[src/rtl/if_stage.sv]
// Instruction fetch stage with IF/ID register; owns the PC and one outstanding imem request.
// Latency: a word accepted with imem_ready at edge N is on instr after edge N (1 instr/cycle at zero wait).
// Backpressure: stall parks an accepted word in a one-entry skid and drops imem_req until released.
module if_stage #(
  parameter logic [31:0] RESET_PC = 32'h0000_0000,
  parameter logic [31:0] NOP      = 32'h0000_0013
) (
  input  logic        clk,
  input  logic        rst,
  output logic        imem_req,
  output logic [31:0] imem_addr,
  input  logic [31:0] imem_rdata,
  input  logic        imem_ready,
  input  logic        stall,
  input  logic        flush,
  input  logic [31:0] branch_target,
  output logic [31:0] instr,
  output logic [31:0] pc_ID,
  output logic        valid_ID
);

  typedef enum logic [1:0] {
    IDLE  = 2'd0,
    FETCH = 2'd1,
    HOLD  = 2'd2,
    DRAIN = 2'd3
  } state_e;

  state_e      state_q, state_d;
  logic [31:0] pc_q, pc_d;
  logic [31:0] drain_addr_q, drain_addr_d;
  logic [31:0] skid_q, skid_d;
  logic [31:0] skid_pc_q, skid_pc_d;
  logic [31:0] instr_q, instr_d;
  logic [31:0] pc_id_q, pc_id_d;
  logic        valid_id_q, valid_id_d;

  // Redirect address is always word aligned.
  logic [31:0] target;
  assign target = branch_target & ~32'h0000_0003;

  // Request decode comes straight from state/address flops, so it is glitch free.
  // DRAIN keeps presenting the abandoned address until memory answers it.
  assign imem_req  = (state_q == FETCH) || (state_q == DRAIN);
  assign imem_addr = (state_q == DRAIN) ? drain_addr_q : pc_q;

  assign instr    = instr_q;
  assign pc_ID    = pc_id_q;
  assign valid_ID = valid_id_q;

  // Next-state, PC and IF/ID update; flush always takes priority over stall.
  always_comb begin
    state_d      = state_q;
    pc_d         = pc_q;
    drain_addr_d = drain_addr_q;
    skid_d       = skid_q;
    skid_pc_d    = skid_pc_q;
    instr_d      = instr_q;
    pc_id_d      = pc_id_q;
    valid_id_d   = valid_id_q;

    case (state_q)
      IDLE: begin
        state_d = FETCH;
        if (flush) begin
          pc_d       = target;
          instr_d    = NOP;
          valid_id_d = 1'b0;
        end
      end

      FETCH: begin
        if (flush) begin
          // Whatever is in flight is wrong-path: squash IF/ID and redirect.
          pc_d       = target;
          instr_d    = NOP;
          valid_id_d = 1'b0;
          if (!imem_ready) begin
            // Request not yet answered: keep it on the bus until it completes.
            drain_addr_d = pc_q;
            state_d      = DRAIN;
          end
        end else if (imem_ready) begin
          pc_d = pc_q + 32'd4;
          if (!stall) begin
            instr_d    = imem_rdata;
            pc_id_d    = pc_q;
            valid_id_d = 1'b1;
          end else begin
            // Decode is blocked: park the word so it is not lost.
            skid_d    = imem_rdata;
            skid_pc_d = pc_q;
            state_d   = HOLD;
          end
        end else if (!stall) begin
          instr_d    = NOP;
          valid_id_d = 1'b0;
        end
      end

      HOLD: begin
        if (flush) begin
          // Parked word is wrong-path; it is simply never delivered.
          pc_d       = target;
          instr_d    = NOP;
          valid_id_d = 1'b0;
          state_d    = FETCH;
        end else if (!stall) begin
          instr_d    = skid_q;
          pc_id_d    = skid_pc_q;
          valid_id_d = 1'b1;
          state_d    = FETCH;
        end
      end

      DRAIN: begin
        if (flush) begin
          // A newer redirect supersedes the pending one; keep draining.
          pc_d       = target;
          instr_d    = NOP;
          valid_id_d = 1'b0;
        end else begin
          if (imem_ready) begin
            state_d = FETCH;
          end
          if (!stall) begin
            instr_d    = NOP;
            valid_id_d = 1'b0;
          end
        end
      end

      default: begin
        state_d = IDLE;
      end
    endcase
  end

  // State and pipeline registers with asynchronous reset.
  always_ff @(posedge clk or posedge rst) begin
    if (rst) begin
      state_q      <= IDLE;
      pc_q         <= RESET_PC;
      drain_addr_q <= 32'h0;
      skid_q       <= 32'h0;
      skid_pc_q    <= 32'h0;
      instr_q      <= NOP;
      pc_id_q      <= 32'h0;
      valid_id_q   <= 1'b0;
    end else begin
      state_q      <= state_d;
      pc_q         <= pc_d;
      drain_addr_q <= drain_addr_d;
      skid_q       <= skid_d;
      skid_pc_q    <= skid_pc_d;
      instr_q      <= instr_d;
      pc_id_q      <= pc_id_d;
      valid_id_q   <= valid_id_d;
    end
  end

endmodule
[config.mk]
export PLATFORM = sky130hd
export DESIGN_NAME = if_stage
export DESIGN_NICKNAME = d
export VERILOG_FILES = /design/src/rtl/if_stage.sv
export SDC_FILE = /design/constraint.sdc
export NUM_CORES = 1
export LEC_CHECK = 0
export ABC_AREA = 1
export CAP_MARGIN = 10
export CORE_ASPECT_RATIO = 0.6
export CORE_UTILIZATION = 35
export DETAILED_ROUTE_END_ITERATION = 8
export GPL_TIMING_DRIVEN = 0
export SYNTH_ARGS = -nofsm -noshare
export SYNTH_HDL_FRONTEND = slang
export SYNTH_SLANG_ARGS = --single-unit
[constraint.sdc]
create_clock -name clk -period 20.8 [get_ports clk]
set_input_delay 5.2 -clock clk [delete_from_list [all_inputs] [get_ports clk]]
set_output_delay 5.2 -clock clk [all_outputs]
set_load 0.05 [all_outputs]
==> summary.md, run 1 <==
| Metric | Value |
|---|---|
| Outcome | complete, no violations |
| Port buffer count | 158 |
| VDD IR max | ~100 uV |
| Pwr/cell area | between 100 and 150 nW/um^2 |
| Synth Instances | ~1300 |
| Vias per cell | 5.18 |
| Routed via count | slightly below 10000 |
| Number of diodes | 0 |
| Leak pwr | between 0.005 and 0.006 uW |
| Multi-input logic area | ~4400 um^2 |
| RePlAce Congestion | a little under 1 |
| Nets@finish | ~1600 |
| Top FF cell, synth | dfrtp_1 |
| Sequential share of the synthesized area | ~49% |
| Final Hold Viols | 0 |
| Final wirelength | approximately 34000 um |
| Largest buffer count on any clock path | 2 |
| Final setup TNS | 0 ns |
| Netlist cell types | 32 |
| Initial DRC count | 938 |
| Design area | around 12000 um^2 |
| Drt wl/cell | ~18 um |
| Row count | 46 |
| CTS Hold Bufs | 0 |
| First-pass GRT wire length | 52800 um |
| Residual DRC count | 0 |
| RSZ-0062 raised after global routing | false |
| CTS Buf Count | 17 |
| Min cycle time layout | around 8.4 ns |
| HPWL after DPL | between 20000 and 30000 um |
| Worst-path clk slew | around 0.070 ns |
| Mapped Area | roughly 9600 um^2 |
| Syn. warnings | 0 |
| Area leader, netlist | dfrtp_1 |
| All-Layer GR Usage | between 20% and 30% |
| Die H | around 130 um |
| Starting Density | 36.0% |
| Worst setup path category | reg2out |
| Maxcap violations | 0 |
| Initial antenna violation count | 0 |
| Worst setup SP type | flip-flop |
| Crit Path Max Fanout | 10 |
| Count leader, synth | nand2_1 |
| CP max stage delay | 0.90 ns |
| Vias in the first global route | about 8900 |
| HP Class | reg2reg |
| Fill count | 2716 |
| Final setup fails | 0 |
| Setup Skew | around 0.014 ns |
| Data arrival, critical path | ~3.2 ns |
| Required time worst endpoint | ~16 ns |
| Final Max Slew Viols | 0 |
| Register area | roughly 4700 um^2 |
| Share of the synthesized area in the top cell type | 47.7% |
| CTS tree | built |
| CTS H-tree lvls | 4 |
| Placed Area | between 10000 and 15000 um^2 |
| Share of post-route cells with drive strength above 1 | 5.58% |
| DIE AREA | between 20000 and 30000 um^2 |
| #FFs+latches synth | about 190 |
| EDFF count, synth | 0 |
| Pin count of the biggest net entering global routing | 95 |
| I/O pin cnt | roughly 170 |
| Post_cts resized | 0 |
| Root buffer cell | clkbuf_16 |
| Ys async rst share | 100% |
| Clk Latency, worst-skew pair | between 0.4 and 0.5 ns |
| Die X | between 200 and 250 um |
| Least-Margin Pin Slew | 0.766 ns |
| Fmax | ~120 MHz |
| Synth top area cells | dfrtp_1 48%, nand2_1 21%, o21ai_0 7.2% |
| Core Area | ~27000 um^2 |
| CP endpoint kind | output port |
| Clk sinks | around 190 |
| Synthesis-to-layout area growth | 27.7% |
| CP Cell Sequence | buf_2 > nand2_1 > inv_1 > clkbuf_1 > o21ai_0 > clkdlybuf4s50_1 |
| Antenna viol nets, final | 0 |
| Pre-antenna DRT Iters | 6 |
| Synth cell count leaders | 537 x nand2_1, 184 x dfrtp_1, 150 x nor2_1 |
| Final Cycle Share | roughly two fifths |
| GRT Residual Overflow | 0 |
| Critical-path top delay cell | clkdlybuf4s50_1 |
| Number of setup buffers added after CTS | 0 |
| Slew margin rel. | 48.9% |
| Syn avg cell area | 7.26 um^2 |
-- registers in the layout, indices dropped and copies added, names as in the netlist --
register	flops
drain_addr_q	30
instr	32
pc_ID	30
pc_q	30
skid_pc_q	30
skid_q	32
state_q	2
valid_ID	1
-- area by class of cell --
class | count | share of cell area [%]
flip-flops and latches | 187 | 38.0
multi-input cells | 1003 | 35.6
repair buffers | 159 | 13.1
clock buffers | 20 | 3.71
well taps | 360 | 3.66
plain buffers | 88 | 3.16
inverters | 54 | 1.71
clock inverters | 12 | 1.13
-- stage by stage --
stage                     util (%)  setup WS (ns)  hold slack [ns]  total power, uW  instances
after floorplan                  -          10.52            0.444             1160       1332
after global placement        43.7           7.57            0.458             1470       1850
after detailed placement      43.8          12.88            0.460             1480       1851
after CTS                     46.0          12.37            0.481             1820       1883
after global routing          46.0          12.20            0.497             1930       1883
final                         46.0          12.36            0.479             1820       1883
-- where the power goes --
part,internal [uW],total (uW),switching [uW]
clock,185,341,156
combinational,264,865,601
sequential,510,612,102
-- path summary, 6_finish.rpt --
kind	from	to	slack, ns	cells past startpoint
hold / removal	skid_q[27]	skid_q[27]	0.48	2
setup / recovery	state_q[1]	imem_addr[7]	12.36	6
setup reg to reg	pc_q[3]	pc_q[28]	18.54	10
hold reg to reg	skid_q[27]	skid_q[27]	0.48	2
min in group asynchronous	rst	instr[26]	5.27	2
max in group asynchronous	rst	pc_ID[27]	14.58	3
-- routing by layer --
metal	track usage [%]	vias to the layer above	share of wire [%]
met2	31.0	407	37
met1	40.6	4644	52
met3	6.00	30	9.3
li1	-	4675	-
met5	0	-	0
met4	6.92	0	1.4
-- critical path: cells and delay by family, from the launching register on --
family	cells	cell delay, ns
AOI/OAI and AO/OA	1	0.52
buffers and inverters	4	1.67
and+or+nand+nor	1	0.25
DFF	1	0.36
-- placed cells by master (no fill, tap or decap), types with 3 or more instances in the layout --
cell             instances
nand2_1                537
clkbuf_1                48
dfrtp_1                184
a21oi_1                 42
conb_1                   4
o211ai_1                 4
buf_2                   26
o21ai_0                139
nor3_1                   5
o221ai_1                 3
nand3_1                 37
clkbuf_16               17
clkdlybuf4s50_1        158
a31oi_1                 31
clkinv_4                 5
buf_1                    8
nand4_1                  4
dfstp_2                  3
o22ai_1                  4
o2111ai_1               29
nor2_1                 150
inv_1                   46
buf_4                    7
inv_2                    7
-- cell families after synthesis --
family / after synthesis / share of synthesized area (%)
AOI/OAI and AO/OA: 255 / 15.2
adders and majority gates: 1 / 0.130
xor gates and xnor gates: 1 / 0.0908
DFF: 187 / 48.6
and+or+nand+nor: 742 / 29.8
other: 1 / 0.0389
buffers and inverters: 142 / 6.14
(Power assumes the default switching activity.)
==> run 2, diff against run 1 <==
- clock period: 20.8 -> 7.25 ns (I/O delays scaled with it)
==> results of run 2 <==
The final DEF is identical to that of run 1. Status: complete, no violations.
Among the figures that moved: setup slack after placement 12.88 ns -> 2.71 ns; setup slack after layout 12.36 ns -> 2.19 ns; register-to-register setup slack 18.54 ns -> 4.99 ns; total power 1820 uW -> 5220 uW; worst IR drop on VDD 101 uV -> 289 uV
